<file path="src/rtl/gate_tester.sv">
// Stimulus/response engine for a 2-input combinational gate: walks {A,B} through
// 00,01,10,11, samples Y after SETTLE cycles per vector and scores it against TT.
module gate_tester #(
    parameter logic [3:0]  TT     = 4'b0111,
    parameter int unsigned SETTLE = 2
) (
    input  logic       clk,
    input  logic       rst_n,
    input  logic       start,
    input  logic       Y,
    output logic       A,
    output logic       B,
    output logic       busy,
    output logic       done,
    output logic       pass,
    output logic [2:0] err_count,
    output logic [3:0] fail_vec
);

    typedef enum logic [1:0] {
        ST_IDLE = 2'd0,
        ST_RUN  = 2'd1,
        ST_DONE = 2'd2
    } state_t;

    localparam logic [3:0] CNT_INIT = 4'(SETTLE - 1);

    state_t     state_q;
    logic [1:0] vec_q;
    logic [3:0] cnt_q;
    logic       a_q;
    logic       b_q;
    logic       busy_q;
    logic       done_q;
    logic       pass_q;
    logic [2:0] err_count_q;
    logic [3:0] fail_vec_q;

    logic       mismatch_s;
    logic [1:0] vec_inc_s;
    logic [2:0] err_count_d;
    logic [3:0] fail_vec_d;

    // Score of the vector currently applied, folded into the running totals.
    always_comb begin
        mismatch_s  = (Y != TT[vec_q]);
        vec_inc_s   = vec_q + 2'd1;
        err_count_d = err_count_q + {2'b00, mismatch_s};
        fail_vec_d  = fail_vec_q | ({3'b000, mismatch_s} << vec_q);
    end

    // Sequencer: accepts a run, holds each vector for SETTLE cycles, publishes results.
    always_ff @(posedge clk or negedge rst_n) begin
        if (!rst_n) begin
            state_q     <= ST_IDLE;
            vec_q       <= 2'd0;
            cnt_q       <= 4'd0;
            a_q         <= 1'b0;
            b_q         <= 1'b0;
            busy_q      <= 1'b0;
            done_q      <= 1'b0;
            pass_q      <= 1'b0;
            err_count_q <= 3'd0;
            fail_vec_q  <= 4'd0;
        end else begin
            case (state_q)
                ST_IDLE, ST_DONE: begin
                    if (start) begin
                        state_q     <= ST_RUN;
                        vec_q       <= 2'd0;
                        a_q         <= 1'b0;
                        b_q         <= 1'b0;
                        cnt_q       <= CNT_INIT;
                        err_count_q <= 3'd0;
                        fail_vec_q  <= 4'd0;
                        done_q      <= 1'b0;
                        pass_q      <= 1'b0;
                        busy_q      <= 1'b1;
                    end else begin
                        state_q <= state_q;
                    end
                end
                ST_RUN: begin
                    if (cnt_q != 4'd0) begin
                        cnt_q <= cnt_q - 4'd1;
                    end else begin
                        err_count_q <= err_count_d;
                        fail_vec_q  <= fail_vec_d;
                        if (vec_q != 2'd3) begin
                            vec_q      <= vec_inc_s;
                            {a_q, b_q} <= vec_inc_s;
                            cnt_q      <= CNT_INIT;
                        end else begin
                            // Verdict includes the vector-3 result scored on this same edge.
                            state_q <= ST_DONE;
                            busy_q  <= 1'b0;
                            done_q  <= 1'b1;
                            a_q     <= 1'b0;
                            b_q     <= 1'b0;
                            pass_q  <= (err_count_d == 3'd0);
                        end
                    end
                end
                default: begin
                    state_q <= ST_IDLE;
                end
            endcase
        end
    end

    assign A         = a_q;
    assign B         = b_q;
    assign busy      = busy_q;
    assign done      = done_q;
    assign pass      = pass_q;
    assign err_count = err_count_q;
    assign fail_vec  = fail_vec_q;

endmodule

</file>
<file path="config.mk">
export PLATFORM = sky130hd
export DESIGN_NAME = gate_tester
export DESIGN_NICKNAME = d
export VERILOG_FILES = /design/src/rtl/gate_tester.sv
export SDC_FILE = /design/constraint.sdc
export NUM_CORES = 1
export LEC_CHECK = 0
export BUFFER_PORTS_ARGS = -buffer_cell sky130_fd_sc_hd__buf_2
export CORE_ASPECT_RATIO = 1.2
export CORE_MARGIN = 2
export CORE_UTILIZATION = 55
export CTS_BUF_LIST = sky130_fd_sc_hd__clkbuf_4
export DETAILED_ROUTE_END_ITERATION = 10
export PLACE_DENSITY_LB_ADDON = 0.3
export SYNTH_ARGS = -nofsm -noshare
export SYNTH_HDL_FRONTEND = slang
export SYNTH_SLANG_ARGS = --single-unit
export TNS_END_PERCENT = 100
</file>
<file path="constraint.sdc">
create_clock -name clk -period 4.9 [get_ports clk]
set_input_delay 0.98 -clock clk [delete_from_list [all_inputs] [get_ports clk]]
set_output_delay 0.98 -clock clk [all_outputs]
set_load 0.03 [all_outputs]
</file>
Yosys cells after proc, flatten, opt, wreduce, memory -nomap -nowiden. Index checks and enable logic that the tools add are counted.

Input port bits: 4. Output and inout bits: 12. Flip-flop bits (word level): 20. Word-level logic and storage cells: 72.

Order comparisons: 1. Bitwise gates (word level): 1. Equal/unequal tests: 9. Reduce and logical (&&, ||, !) cells: 10. Add/sub/neg operators: 3. Mux-type cells: 37. Shifts and indexed selects: 1.

Operators with widths (number): $mux W4 (5); $pmux W4 S2 (2); $mux W1 (13); $mux W2 (6); $ne A2 B2 Y1 const B (5); $pmux W1 S2 (5); $reduce_and A3 Y1 (3); $pmux W2 S2 (2); $reduce_and A4 Y1 (2); $mux W3 (2); $pmux W3 S2 (1); $or A4 B4 Y4 (1); $reduce_bool A4 Y1 (1); $shl A1 B2 Y4 (1); $sub A4 B1 Y4 const B (1); $add A3 B1 Y3 (1); $logic_not A3 Y1 (1); $lt A2 B3 Y1 const B (1); $ne A3 B3 Y1 const B (1); $add A2 B1 Y2 const B (1); $bmux W1 S2 (1); $eq A2 B1 Y1 const B (1); $eq A2 B2 Y1 const B (1); $logic_not A2 Y1 (1); other kinds (3) (3).

Logic depth before layout (Yosys ltp).
Depth after elaboration: 8. Depth in mapped cells: 7. Mapped depth without buffers: 7.

Least setup slack after synthesis. OpenSTA, ideal clock, no wires.

Kind: input port to flip-flop. Start point: input Y. End point: register pass_q (netlist: pass). Stages: 5. Buffers on the path: 0. Path slack: 2.744 ns. Required time: 4.821 ns. Data arrival time: 2.077 ns. Setup time: 0.079 ns. Path through: xnor2_1 -> ha_1 -> ha_1 -> or3_1 -> mux2i_1.

Longest elaborated chain between the ends: 6.

RTL lines: start, declared (line 10) `input logic Y,`; $ne A1 B1 Y1 (line 46) `mismatch_s = (Y != TT[vec_q]);`; $add A3 B1 Y3 (line 48) `err_count_d = err_count_q + {2'b00, mismatch_s};`; $logic_not A3 Y1 (line 100) `pass_q <= (err_count_d == 3'd0);`; $mux W1 (line 89) `if (vec_q != 2'd3) begin`; $mux W1 (line 84) `if (cnt_q != 4'd0) begin`; $pmux W1 S2 (line 66) `case (state_q)`; end signal, assigned (line 100); end, declared (line 35) `logic pass_q;`.

No other way between the ends. The select of a mux whose other input is x is not followed. A chain may end at the register's enable or synchronous reset.

Final worst setup path.
Start point: register vec_q[0]. End point: register pass_q (netlist: pass).

Longest elaborated chain between the ends: 8. Elaborated cells between the ends (all ways): 11. Classes of those cells: 1 x add/sub; 3 x eq/ne; 5 x mux; 2 x reduce/logical.

RTL lines: start, declared (line 29) `logic [1:0] vec_q;`; start signal, assigned (line 90) `vec_q <= vec_inc_s;`; $bmux W1 S2 (line 46); $mux W1 (not written as such) (line 46); $ne A1 B1 Y1 (line 46); $add A3 B1 Y3 (line 48); $logic_not A3 Y1 (line 100); $mux W1 (line 89); $mux W1 (line 84); $pmux W1 S2 (line 66).

Several ways; a longest one is shown, not always the timed one. The select of a mux whose other input is x is not followed.

==> results.txt <==
Outcome - finished, final reports clean
Clk_skew - 5.96 ps
Clock Tree Root - clkbuf_4
CP top delay family - adder cells
Post-CTS Setup Inserts - 0
Clk buf depth - 2
Routed WL per cell - 15.7 µm
Worst setup SP type - flop
Share of cells above drive strength 1 - 19.8%
ANT nets after route - 0
Leak pwr - 0.541 nW
Via count - 739
Combinational power share - 48.9%
Synth area leaders - dfrtp_1 52%, ha_1 6.5%, mux2i_1 4.1%
WL final - 1950 µm
WP data required - 5130 ps
Ys flop type - dfrtp_1
Setup CP Type - reg -> reg
Period utilization - 43.6%
Num CTS Buffers - 3
Fin crit period - 2130 ps
Overflow left after global routing - 0
Worst-case vdd ir drop - 0.336 mV
Routability Congestion - 0.765
Sw Ratio - 45.0%
Syn avg cell area - 10.7 µm²
Via density - 5.96
Worst path slowest cell - dfrtp_1
H-tree depth - 1
Pwr dens - 658 nW/µm²
Synth cell count leaders - 20 x dfrtp_1, 9 x nand2_1, 6 x inv_1, 6 x o21ai_0, 5 x ha_1
Max-slew headroom at the worst pin - 61.5%
Bufs and invs on worst path - 0
CTS resizes - 0
Synthesized flop and latch total - 20
Net Switching - 320 µW
Post-synth top area share - 51.7%
Nets - 117
Later-pin clock latency in the skew report - 310 ps
Least-Margin Pin Slew - 578 ps
Setup WS pre-CTS - 2500 ps
Async S/R FF share, synth - 100%
Seq/Total Area, Yosys - 51.7%
Cell variety after synth - 33
HP Class - reg -> reg
# fillers - 132
Global router's overall resource usage - 20.4%
Starting Density - 58.9%
Number of I/O pins - 16
Post-Layout Cell Count - 124
Initial antenna violation count - 0
Final setup violation count - 0
CP endpoint kind - flop
Final Hold Vio Count - 0
Core area - 1640 µm²
Max Freq - 0.468 GHz
Yosys warns - 0
Post-DP HPWL - 1450 µm
Ant. Diodes - 0
Vias in the first global route - 734
Die width - 42.3 µm
Yosys top cell by area - dfrtp_1
Seq pwr share - 40.0%
Pint - 390 µW
Final WS setup - 2770 ps
Die height - 49.9 µm
DRC violations left - 0
First-pass GRT wire length - 3270 µm
Tot Pwr - 710 µW
Synthesized area - 967 µm²
Clk pin slew, worst setup/hold paths - 110 ps
Die area - 2110 µm²
Mapped Nets - 99
Mapped Cells - 90
Pin count of the biggest net entering global routing - 21
WP data arrival - 2360 ps
Worst reg2reg setup slack - 2770 ps
Layout area overhead - 11.5%
CTS tree - yes
Pins Over Slew Limit - 0
Clock share of power - 11.1%
Drt first pass iters - 4
Leading cell type by number of instances after synthesis - dfrtp_1
CP max stage delay - 470 ps
Clock net sink count - 20
CP max FO - 7
Hold bufs inserted after CTS - 0
DR iter-0 viols - 9
Max cap viols - 0
Critical Path, Cell by Cell - ha_1 -> xnor2_1 -> ha_1 -> ha_1 -> or3_1 -> mux2i_1
I/O Buffers - 15
Post-synth EDFFs - 0
Sum of negative setup slack - 0 ps
Cells after DPL - 121
FP Rows - 16
RSZ-0062 raised after global routing - false
Critical Path Most Common Cell - ha_1
worst reg2reg max path, cell delays in order (launching register included):
cell and delay [ps]:
dfrtp_1 470, ha_1 290, xnor2_1 310, ha_1 220, ha_1 240, or3_1 370, mux2i_1 150
stage by stage:
step | hold WS [ps] | util [%] | cell area, µm²
floorplan | 474 | - | 967
global placement | 468 | 64.3 | 1060
detailed placement | 475 | 64.3 | 1060
CTS | 500 | 65.7 | 1080
global route | 523 | 65.7 | 1080
finish | 497 | 65.7 | 1080
metal layers:
| layer | GRT usage, % | up-vias | routed length [µm] |
|---|---|---|---|
| li1 | - | 356 | - |
| met1 | 26.4 | 359 | 818 |
| met2 | 33.1 | 17 | 1010 |
| met3 | 2.20 | 7 | 60 |
| met4 | 10.9 | 0 | 57 |
| met5 | 0 | - | 0 |
sequential cells by signal, summed over array words and instances (netlist names):
signal	cells
err_count	3
B	1
busy	1
fail_vec	4
state_q	2
cnt_q	4
vec_q	2
pass	1
A	1
done	1
kinds of logic (layout without fill, tap and decap cells):
family | after synthesis | count (layout) | share of synthesized area, %
fa+ha+maj | 5 | 5 | 6.47
flops | 20 | 20 | 51.7
xor+xnor | 2 | 2 | 1.81
mux | 4 | 4 | 4.14
compound gates | 17 | 17 | 12.7
buf+inv | 8 | 24 | 3.23
simple gates | 34 | 34 | 19.9
path summary, 6_finish.rpt:
check	cells past startpoint	to	from
min in group asynchronous	1	fail_vec[2]$_DFFE_PN0P_	rst_n
hold reg to reg	1	done$_DFFE_PN0P_	done$_DFFE_PN0P_
setup reg to reg	6	pass$_DFFE_PN0P_	vec_q[0]$_DFFE_PN0P_
max in group asynchronous	1	state_q[1]$_DFFE_PN0P_	rst_n
hold / removal	1	done$_DFFE_PN0P_	done$_DFFE_PN0P_
setup / recovery	6	pass$_DFFE_PN0P_	vec_q[0]$_DFFE_PN0P_
cell type report:
cell class | count | area (µm²) | area share (%)
Inverter | 6 | 22.5 | 2.09
Multi-Input combinational cell | 62 | 435 | 40.4
Timing Repair Buffer | 15 | 75.1 | 6.96
Sequential cell | 20 | 500 | 46.4
Tap cell | 18 | 22.5 | 2.09
Clock buffer | 3 | 22.5 | 2.09
cells in the final DEF (no fill, tap or decap), drive strengths merged, types with 2 or more instances in the layout:
cell type and instances:
buf 15, nand3 4, and3 2, nor3 2, inv 6, nand2 9, dfrtp 20, ha 5
clkbuf 3, a32o 3, or3 2, nand3b 2, nor2 3, nor4 2, o21ai 6, mux2i 4
nor2b 3
power by group through the flow:
stage / logic [mW] / registers [mW] / clock network (mW)
2_1_floorplan: 0.198 / 0.344 / 0
3_3_place_gp: 0.336 / 0.280 / 0
3_5_place_dp: 0.350 / 0.287 / 0
4_1_cts: 0.350 / 0.283 / 0.0797
5_1_grt: 0.384 / 0.293 / 0.0849
6_report: 0.347 / 0.284 / 0.0786
Note: power is estimated with default switching activity, not from simulation.
